==> src/rtl/fetch_pkg.sv <==
// Shared decode constants, counter encodings and helpers for the fetch stage.
// Optional return stack in fetch_predict is enabled by FETCH_RAS_EN.
package fetch_pkg;

  localparam logic [5:0] OP_RTYPE = 6'h00;
  localparam logic [5:0] OP_J     = 6'h02;
  localparam logic [5:0] OP_JAL   = 6'h03;
  localparam logic [5:0] OP_BEQ   = 6'h04;
  localparam logic [5:0] OP_BNE   = 6'h05;
  localparam logic [5:0] FUNCT_JR = 6'h08;

  typedef enum logic [1:0] {
    SNT = 2'd0,
    WNT = 2'd1,
    WT  = 2'd2,
    ST  = 2'd3
  } bht_ctr_e;

  typedef struct packed {
    logic is_jump;
    logic is_jal;
    logic is_br;
    logic is_jr;
  } slot_dec_t;

  function automatic slot_dec_t decode(
    input logic [31:0] ins
  );
    slot_dec_t d;
    d = '0;
    unique case (ins[31:26])
      OP_J:   d.is_jump = 1'b1;
      OP_JAL: begin
        d.is_jump = 1'b1;
        d.is_jal  = 1'b1;
      end
      OP_BEQ, OP_BNE: d.is_br = 1'b1;
      OP_RTYPE: d.is_jr = (ins[5:0] == FUNCT_JR);
      default: ;
    endcase
    return d;
  endfunction

  function automatic logic [1:0] sat_step(
    input logic [1:0] c,
    input logic       up
  );
    logic [1:0] r;
    r = c;
    if (up) begin
      if (c != ST) r = c + 2'd1;
    end else begin
      if (c != SNT) r = c - 2'd1;
    end
    return r;
  endfunction

endpackage

==> src/rtl/fetch_predict_bht.sv <==
// Direct-mapped bimodal table of 2-bit saturating counters.
// Two combinational lookups see the value before any same-edge update.
module bht_bimodal
  import fetch_pkg::*;
#(
  parameter int ENTRIES = 64,
  parameter int INIT    = 2
) (
  input  logic                       clk,
  input  logic                       rst,
  input  logic [$clog2(ENTRIES)-1:0] rd_idx_1,
  input  logic [$clog2(ENTRIES)-1:0] rd_idx_2,
  output logic                       rd_taken_1,
  output logic                       rd_taken_2,
  input  logic                       upd_en,
  input  logic [$clog2(ENTRIES)-1:0] upd_idx,
  input  logic                       upd_taken
);

  logic [1:0] ctr [ENTRIES];

  assign rd_taken_1 = ctr[rd_idx_1][1];
  assign rd_taken_2 = ctr[rd_idx_2][1];

  always_ff @(posedge clk or negedge rst) begin
    if (!rst) begin
      for (int i = 0; i < ENTRIES; i++) begin
        ctr[i] <= 2'(INIT);
      end
    end else if (upd_en) begin
      ctr[upd_idx] <= sat_step(ctr[upd_idx], upd_taken);
    end
  end

endmodule

==> src/rtl/fetch_predict.sv <==
// Dual-slot fetch stage with bimodal branch prediction.
// Define FETCH_RAS_EN to add a circular return address stack.
module fetch_predict
  import fetch_pkg::*;
#(
  parameter int AW          = 10,
  parameter int BHT_ENTRIES = 64,
  parameter int BHT_INIT    = 2,
  parameter int RAS_DEPTH   = 4
) (
  input  logic          clk,
  input  logic          rst,
  input  logic          hold,
  input  logic          correct_en,
  input  logic [AW-1:0] correction,
  input  logic          jr,
  input  logic [AW-1:0] reg1Addr,
  input  logic          upd_en,
  input  logic [AW-1:0] upd_pc,
  input  logic          upd_taken,
  output logic [AW-1:0] imem_addr_1,
  output logic [AW-1:0] imem_addr_2,
  input  logic [31:0]   imem_data_1,
  input  logic [31:0]   imem_data_2,
  output logic [31:0]   instruction_1,
  output logic [31:0]   instruction_2,
  output logic [AW-1:0] pc_1,
  output logic [AW-1:0] pc_2,
  output logic          valid_1,
  output logic          valid_2,
  output logic          pred_taken_1,
  output logic          pred_taken_2,
  output logic [AW-1:0] pred_target_1,
  output logic [AW-1:0] pred_target_2,
  output logic [AW-1:0] return_addr1,
  output logic [AW-1:0] return_addr2,
  output logic [AW-1:0] nextPC_out
);

  localparam int IDX = $clog2(BHT_ENTRIES);

  logic [AW-1:0] pc;
  logic [AW-1:0] pc_p1;
  logic [AW-1:0] pc_p2;
  logic [AW-1:0] pc_plus;
  logic [AW-1:0] pc_nxt;
  logic [AW-1:0] imm_1;
  logic [AW-1:0] imm_2;
  logic [AW-1:0] ras_top;
  logic          ras_ok;
  logic          bht_t1;
  logic          bht_t2;
  logic          raw_1;
  logic          raw_2;
  logic          advance;
  slot_dec_t     d1;
  slot_dec_t     d2;

  assign pc_p1 = pc + AW'(1);
  assign pc_p2 = pc + AW'(2);
  assign imm_1 = imem_data_1[AW-1:0];
  assign imm_2 = imem_data_2[AW-1:0];
  assign d1    = decode(imem_data_1);
  assign d2    = decode(imem_data_2);

  bht_bimodal #(
    .ENTRIES (BHT_ENTRIES),
    .INIT    (BHT_INIT)
  ) u_bht (
    .clk        (clk),
    .rst        (rst),
    .rd_idx_1   (pc[IDX-1:0]),
    .rd_idx_2   (pc_p1[IDX-1:0]),
    .rd_taken_1 (bht_t1),
    .rd_taken_2 (bht_t2),
    .upd_en     (upd_en),
    .upd_idx    (upd_pc[IDX-1:0]),
    .upd_taken  (upd_taken)
  );

  assign raw_1 = d1.is_jump
               | (d1.is_br & bht_t1)
               | (d1.is_jr & ras_ok);
  assign raw_2 = d2.is_jump
               | (d2.is_br & bht_t2)
               | (d2.is_jr & ras_ok);

  assign valid_1      = rst & ~correct_en & ~jr;
  assign pred_taken_1 = valid_1 & raw_1;
  assign valid_2      = valid_1 & ~pc[0]
                      & ~pred_taken_1;
  assign pred_taken_2 = valid_2 & raw_2;

  always_comb begin
    pred_target_1 = pc_p1 + imm_1;
    if (d1.is_jump)    pred_target_1 = imm_1;
    else if (d1.is_jr) pred_target_1 = ras_top;
    pred_target_2 = pc_p2 + imm_2;
    if (d2.is_jump)    pred_target_2 = imm_2;
    else if (d2.is_jr) pred_target_2 = ras_top;
  end

  assign pc_plus = pc[0] ? pc_p1 : pc_p2;

  always_comb begin
    pc_nxt = pc_plus;
    if (!rst)              pc_nxt = '0;
    else if (correct_en)   pc_nxt = correction;
    else if (jr)           pc_nxt = reg1Addr;
    else if (pred_taken_1) pc_nxt = pred_target_1;
    else if (pred_taken_2) pc_nxt = pred_target_2;
  end

  // correct_en must redirect even while decode holds the stage
  assign advance = ~hold | correct_en;

  always_ff @(posedge clk or negedge rst) begin
    if (!rst)         pc <= '0;
    else if (advance) pc <= pc_nxt;
  end

`ifdef FETCH_RAS_EN
  localparam int RW = (RAS_DEPTH > 1) ?
                      $clog2(RAS_DEPTH) : 1;
  localparam logic [RW-1:0] TP_LAST =
                      RW'(RAS_DEPTH - 1);

  logic [AW-1:0] ras [RAS_DEPTH];
  logic [RW-1:0] tp;
  logic [RW-1:0] tp_inc;
  logic [RW-1:0] tp_dec;
  logic [RW:0]   cnt;
  logic          push;
  logic          pop;
  logic [AW-1:0] push_addr;

  assign tp_inc  = (tp == TP_LAST) ? '0 : tp + 1'b1;
  assign tp_dec  = (tp == '0) ? TP_LAST : tp - 1'b1;
  assign ras_top = ras[tp_dec];
  assign ras_ok  = (cnt != '0);

  assign push = advance & ((valid_1 & d1.is_jal)
                         | (valid_2 & d2.is_jal));
  assign pop  = advance & ((pred_taken_1 & d1.is_jr)
                         | (pred_taken_2 & d2.is_jr));
  assign push_addr = (valid_1 & d1.is_jal) ?
                     pc_p1 : pc_p2;

  always_ff @(posedge clk or negedge rst) begin
    if (!rst) begin
      tp  <= '0;
      cnt <= '0;
    end else if (push) begin
      tp <= tp_inc;
      if (cnt != (RW+1)'(RAS_DEPTH))
        cnt <= cnt + 1'b1;
    end else if (pop) begin
      tp  <= tp_dec;
      cnt <= cnt - 1'b1;
    end
  end

  // full stack overwrites the oldest slot
  always_ff @(posedge clk) begin
    if (push) ras[tp] <= push_addr;
  end
`else
  logic unused_ras;
  assign ras_ok     = 1'b0;
  assign ras_top    = '0;
  assign unused_ras = ^{d1.is_jal, d2.is_jal};
`endif

  logic unused_bits;
  assign unused_bits = ^{imem_data_1, imem_data_2, upd_pc};

  assign imem_addr_1   = pc;
  assign imem_addr_2   = pc_p1;
  assign instruction_1 = imem_data_1;
  assign instruction_2 = imem_data_2;
  assign pc_1          = pc;
  assign pc_2          = pc_p1;
  assign return_addr1  = pc_p1;
  assign return_addr2  = pc_p2;
  assign nextPC_out    = pc_nxt;

endmodule

==> config.mk <==
export PLATFORM = sky130hd
export DESIGN_NAME = fetch_predict
export DESIGN_NICKNAME = d
export VERILOG_FILES = /design/src/rtl/fetch_pkg.sv /design/src/rtl/fetch_predict_bht.sv /design/src/rtl/fetch_predict.sv
export SDC_FILE = /design/constraint.sdc
export NUM_CORES = 1
export LEC_CHECK = 0
export CORE_MARGIN = 8
export CORE_UTILIZATION = 51
export DETAILED_ROUTE_END_ITERATION = 10
export PLACE_DENSITY = 0.82
export SYNTH_ARGS = -nofsm -noshare
export SYNTH_HDL_FRONTEND = slang
export SYNTH_SLANG_ARGS = --single-unit
==> constraint.sdc <==
create_clock -name clk -period 6.1 [get_ports clk]
set_input_delay 1.525 -clock clk [delete_from_list [all_inputs] [get_ports clk]]
set_output_delay 1.525 -clock clk [all_outputs]
set_load 0.01 [all_outputs]
Word-level counts from Yosys, hierarchy flattened. Cells that the tools add are included.

Magnitude comparators: 4. Add/sub/neg operators: 6. Div/mod/pow operators: 0. Reduce and logical (&&, ||, !) cells: 8. Multiplexer cells: 32. Multiply operators: 0. Eq/ne operators: 11. Shift-type cells: 0. Bitwise operators: 19.

Operators by type and width (number): bitwise mux 128 bit (1); two-way mux 10 bit (10); binary-select mux 2 bit (select 6 bit) (3); equality test 6 x 2 -> 1 bit (second input constant) (4); equality test 6 x 3 -> 1 bit (second input constant) (4); two-way mux 2 bit (11); >= comparator 7 bit (second input constant) (3); inverter 6 -> 7 bit (3); adder 10 bit (2); demux 2 bit (select 6 bit) (1); equality test 6 x 4 -> 1 bit (second input constant) (2); zero test 6 bit (2); adder 10 x 1 -> 10 bit (second input constant) (1); adder 10 x 2 -> 10 bit (second input constant) (1); AND 1 bit (8); OR reduction 2 bit (4); less-than comparator 7 x 1 -> 1 bit (second input constant) (1); two-way mux 1 bit (6); inverter 1 bit (5); OR 1 bit (3); adder 2 x 1 -> 2 bit (second input constant) (1); inequality test 2 bit (second input constant) (1); nonzero test 2 bit (1); subtractor 2 x 1 -> 2 bit (second input constant) (1); logical AND 1 bit (1).

Bits in latches: 0. Register bits: 138. Bits of input ports: 101. Memory bits (writable): 0. Output and inout port bits: 158. Memories: 0. Bits in read-only memories: 0.

Longest topological paths before layout.
Depth in word-level cells: 15. Gate-level depth with buffers: 17. Mapped depth without buffers: 13.

Modules after synthesis. From an unflattened synthesis, not the netlist that was laid out.

Cells, all modules: 1121. Area total of the unflattened synthesis: 10338.7 um^2.

By module, submodules not included: bht_bimodal (area each 7016.7 um^2, cells an instance 668, times used 1); fetch_predict (area each 3321.9 um^2, cells an instance 453, times used 1).

Worst setup path before layout. No wires, ideal clock.

Kind: register to output. From: reg pc[0], in the netlist imem_addr_1[0]. To: out nextPC_out[9]. Required time: 4.575 ns. Path buffers: 4. Cell stages (with the launch flop): 16. Path slack: 0.438 ns. Arrival time: 4.137 ns. Cell sequence: dfrtp_1 > buf_4 > buf_2 > buf_2 > inv_1 > ha_1 > buf_6 > mux4_2 > mux2_2 > o311a_4 > a2111oi_4 > a31oi_4 > nand2_4 > inv_4 > a211o_1 > a31oi_1.

RTL lines: start: declaration (RTL line fetch_predict.sv:42) `logic [AW-1:0] pc;`; start signal: assignment (RTL line fetch_predict.sv:119) `else if (advance) pc <= pc_nxt;`; adder 10 x 1 -> 10 bit (RTL line fetch_predict.sv:59) `assign pc_p1 = pc + AW'(1);`; via imem_addr_2[0] (RTL line fetch_predict.sv:22) `output logic [AW-1:0] imem_addr_2,`; inverter 6 -> 7 bit (implied by the code) (RTL line fetch_predict_bht.sv:23) `assign rd_taken_2 = ctr[rd_idx_2][1];`; binary-select mux 2 bit (select 6 bit) (RTL line fetch_predict_bht.sv:23); two-way mux 2 bit (implied by the code) (2 in series) (RTL line fetch_predict_bht.sv:23); AND 1 bit (RTL line fetch_predict.sv:85) `| (d2.is_br & bht_t2)`; OR 1 bit (RTL line fetch_predict.sv:85); AND 1 bit (RTL line fetch_predict.sv:92) `assign pred_taken_2 = valid_2 & raw_2;`; via pred_taken_2 (RTL line fetch_predict.sv:32) `output logic pred_taken_2,`; two-way mux 10 bit (RTL line fetch_predict.sv:111) `else if (pred_taken_2) pc_nxt = pred_target_2;`; two-way mux 10 bit (RTL line fetch_predict.sv:110) `else if (pred_taken_1) pc_nxt = pred_target_1;`; two-way mux 10 bit (RTL line fetch_predict.sv:109) `else if (jr) pc_nxt = reg1Addr;`; two-way mux 10 bit (RTL line fetch_predict.sv:108) `else if (correct_en) pc_nxt = correction;`; two-way mux 10 bit (RTL line fetch_predict.sv:107) `if (!rst) pc_nxt = '0;`; end: declaration (RTL line fetch_predict.sv:37) `output logic [AW-1:0] nextPC_out`.

The timed path passes the listed nets, and every way through them passes these cells. The select of a mux whose other input is x is not followed.

Worst setup path after layout.
From: in imem_data_2[3]. To: out nextPC_out[1].

Longest elaborated chain between the ends: 9.

RTL lines: start: declaration (RTL line fetch_predict.sv:24) `input logic [31:0] imem_data_2,`; equality test 6 x 4 -> 1 bit (RTL line fetch_pkg.sv:38) `OP_RTYPE: d.is_jr = (ins[5:0] == FUNCT_JR);`; two-way mux 1 bit (RTL line fetch_pkg.sv:31) `unique case (ins[31:26])`; two-way mux 10 bit (RTL line fetch_predict.sv:100) `else if (d2.is_jr) pred_target_2 = ras_top;`; two-way mux 10 bit (RTL line fetch_predict.sv:99) `if (d2.is_jump) pred_target_2 = imm_2;`; two-way mux 10 bit (RTL line fetch_predict.sv:111); two-way mux 10 bit (RTL line fetch_predict.sv:110); two-way mux 10 bit (RTL line fetch_predict.sv:109); two-way mux 10 bit (RTL line fetch_predict.sv:108); two-way mux 10 bit (RTL line fetch_predict.sv:107).

Every way passes these cells.

==> metrics.md <==
| Metric | Value |
|---|---|
| Share of cells above drive strength 1 | `0.324` |
| PwrDens | `230 nW/µm²` |
| Maximum VDD drop | `216 µV` |
| Clock transition at path regs | `0.06 ns` |
| Initial antenna violation count | `0` |
| Drt first-iter violations | `887` |
| Measured slew at the worst slew-check pin | `0.978 ns` |
| CTS tree | `yes` |
| Critical Path AT | `4.51 ns` |
| ANT cells | `0` |
| Buf/Inv on CP | `4` |
| Global-route wire length before repair | `52100 µm` |
| Die area | `25200 µm²` |
| Residual DRC | `0` |
| R2R cell count | `13` |
| WP data required | `4.58 ns` |
| Vias in the first global route | `9106` |
| Rows | `52` |
| Static Leakage | `5.25 nW` |
| Post-synth EDFFs | `0` |
| Gr ovfl total | `0` |
| First-pass DRT Iterations | `5` |
| RePlAce Congestion | `0.977` |
| Nets | `1270` |
| Async SR Flop Fraction | `1.00` |
| Final hold viol count | `0` |
| Total routed wirelength | `34500 µm` |
| Slowest stage delay, CP | `0.59 ns` |
| CP Capture Type | `output pin` |
| Total CTS buffers | `17` |
| Core Area | `20100 µm²` |
| Die height | `159 µm` |
| Max-slew violations | `0` |
| Startpoint Class | `input port` |
| DP Area | `12200 µm²` |
| Total of max-cap violations | `0` |
| Initial Util | `0.516` |
| Hold Path Class | `reg -> reg` |
| IO Pins | `259` |
| H-Tree Depth | `4` |
| DR vias | `9173` |
| Routed Antenna Nets | `0` |
| CP delay by family, top | `buffers and inverters` |
| Most frequent cells in the layout | `clkdlybuf4s50_1, mux2_2, nand2_1` |
| Hold depth | `1` |
| Clock Latency Late Sink | `0.43 ns` |
| CTS Sinks | `138` |
| Pwr Total | `0.00295 W` |
| Min Tclk post-route | `6.04 ns` |
| Fill count | `1512` |
| Tcrit/Tclk final | `0.990` |
| Hold_sp | `u_bht.ctr[30]` |
| Unrepaired setup endpoints after global routing | `true` |
| Sequential-to-total area share from yosys stat | `0.341` |
| Hold Path End | `u_bht.ctr[30]` |
| Status | `finished, final reports clean` |
| CP max FO | `4` |
| GRT Total Usage | `0.272` |
| Average size of a mapped cell | `10.2 µm²` |
| Commonest non-fill, non-tap cell in the layout | `clkdlybuf4s50_1` |
| P&R area growth vs syn | `23.7%` |
| Syn_nets | `1137` |
| Routed len/inst | `24.1 µm` |
| Worst relative slew slack | `0.348` |
| Netlist Area Pre-Place | `10400 µm²` |
| Count of mapped cells out of synthesis | `1012` |
| Slowest cell on crit path | `or4b_2` |
| Hold Buf Count CTS | `0` |
| Via density | `6.42` |
| R2R Path Start | `imem_addr_1[1]` |
| Setup TNS | `0 ns` |
| Root buf cell | `clkbuf_16` |
| Hpwl dp | `25200 µm` |
| Synthesis warning total | `0` |
| Largest net degree at the start of global routing | `69` |
| Critical setup path kind | `in -> out` |
| Ys flop type | `dfrtp_1` |
| Peak Freq | `0.166 GHz` |
| Skew final | `0.0103 ns` |
| #FFs+latches synth | `138` |
| Setup violators final | `0` |
| Die Wd | `159 µm` |
| Reg-to-Reg End | `imem_addr_1[4]` |
| Flop-to-flop setup slack | `2.50 ns` |
| CTS max path bufs | `2` |
| Crit path cell chain | `clkdlybuf4s50_1, buf_4, or4b_2, nor4_2, o21ai_1, buf_4, a22o_1, a211oi_2, o21ai_1, clkdlybuf4s50_1` |
| Post-route cell area | `12800 µm²` |
| Netlist cell types | `80` |
| PortBufs | `190` |
worst reg2reg max path: cells and delay by family (launching register included):
| family | cells | cell delay (ns) |
|---|---|---|
| AOI/OAI and AO/OA | 4 | 1.05 |
| adders and majority gates | 1 | 0.44 |
| buffers and inverters | 4 | 0.54 |
| DFF | 1 | 0.43 |
| muxes | 3 | 0.95 |
| and+or+nand+nor | 1 | 0.13 |
worst max path at each step:
| stage | startpoint | end | cells past startpoint |
|---|---|---|---|
| 2_1_floorplan | imem_addr_1[0] | nextPC_out[9] | 15 |
| 3_3_place_gp | imem_data_2[1] | nextPC_out[9] | 12 |
| 3_5_place_dp | imem_data_2[1] | nextPC_out[9] | 12 |
| 4_1_cts | imem_data_2[0] | nextPC_out[4] | 12 |
| 5_1_grt | imem_data_2[1] | nextPC_out[7] | 12 |
| 6_report | imem_data_2[3] | nextPC_out[1] | 10 |
Yosys cell counts, types with 4 or more instances:
library cell  count  area, µm²
a32oi_1           4       35.0
and3b_1           5       43.8
a21oi_1          22        110
buf_1             9       33.8
a31oi_1          18        113
dfstp_2          64       1680
nor4_1           11       68.8
and2_1           13       81.3
o22ai_1           6       37.5
nor2b_1           8       50.1
mux2_2          130       1460
nand4b_1          4       35.0
nor3_1           15       75.1
o211ai_1          4       30.0
xnor2_1          13        114
mux4_2           28        631
nand3_1          18       90.1
mux2i_1          14        140
a221oi_1         15        131
buf_2            15       75.1
clkbuf_1         34        128
or3_1             7       43.8
a22o_1           24        210
nor2_1           62        233
nand2b_1          5       31.3
o21ai_0          17       85.1
inv_1            22       82.6
a22oi_1          44        330
o31ai_1           5       37.5
nand2_1          85        319
ha_1             22        275
xor2_1           13        114
buf_4            99        743
o21bai_1          4       30.0
o221ai_1          4       35.0
dfrtp_1          74       1850
nand4_1           7       43.8
cells by family (layout without fill, tap and decap cells):
family / Yosys count / after routing / share of synthesized area
buf+inv: 183 / 328 / 0.106
fa+ha+maj: 26 / 26 / 0.0326
simple gates: 256 / 256 / 0.121
xor+xnor: 27 / 27 / 0.0235
mux: 174 / 174 / 0.221
compound gates: 208 / 209 / 0.155
flops: 138 / 138 / 0.341
power by group:
group          switching [W]  internal, W  total, W
clock               0.000413     0.000518  0.000931
combinational       0.000464     0.000480  0.000944
sequential         0.0000671      0.00101   0.00108
timing repair:
action / in CTS / in global routing
buffers inserted: 0 / 3
pin swaps: 0 / 4
cloned: 0 / 1
endpoints found under the setup margin: 7 / 11
gates resized for setup: 8 / 13
through the flow:
step / utilization / hold slack, ns / std cells / setup slack, ns
2_1_floorplan: - / 0.479 / 1012 / 0.438
5_1_grt: 0.638 / 0.514 / 1428 / -0.0317
6_report: 0.638 / 0.505 / 1428 / 0.0615
4_1_cts: 0.635 / 0.508 / 1424 / 0.00837
3_5_place_dp: 0.608 / 0.495 / 1392 / -0.201
3_3_place_gp: 0.608 / 0.488 / 1392 / -0.162
registers in the layout, indices dropped and copies added, names as in the netlist:
signal / cells
u_bht.ctr: 128
imem_addr_1: 10
layer usage:
metal / GRT usage / wire length, µm / up-vias
li1: - / - / 3951
met1: 0.324 / 12400 / 4469
met2: 0.451 / 16500 / 622
met3: 0.0611 / 3770 / 131
met4: 0.146 / 1750 / 0
met5: 0 / 0 / -
cell type report:
class | instances | area, µm² | share of cell area
sequential | 138 | 3530 | 0.276
clock inverter | 11 | 76.3 | 0.00595
clock buffer | 21 | 440 | 0.0343
inverter | 25 | 110 | 0.00858
multi-input combinational | 692 | 5790 | 0.451
timing repair buffer | 271 | 2540 | 0.198
tap | 270 | 338 | 0.0263
Power figures use the tool's default switching activity.
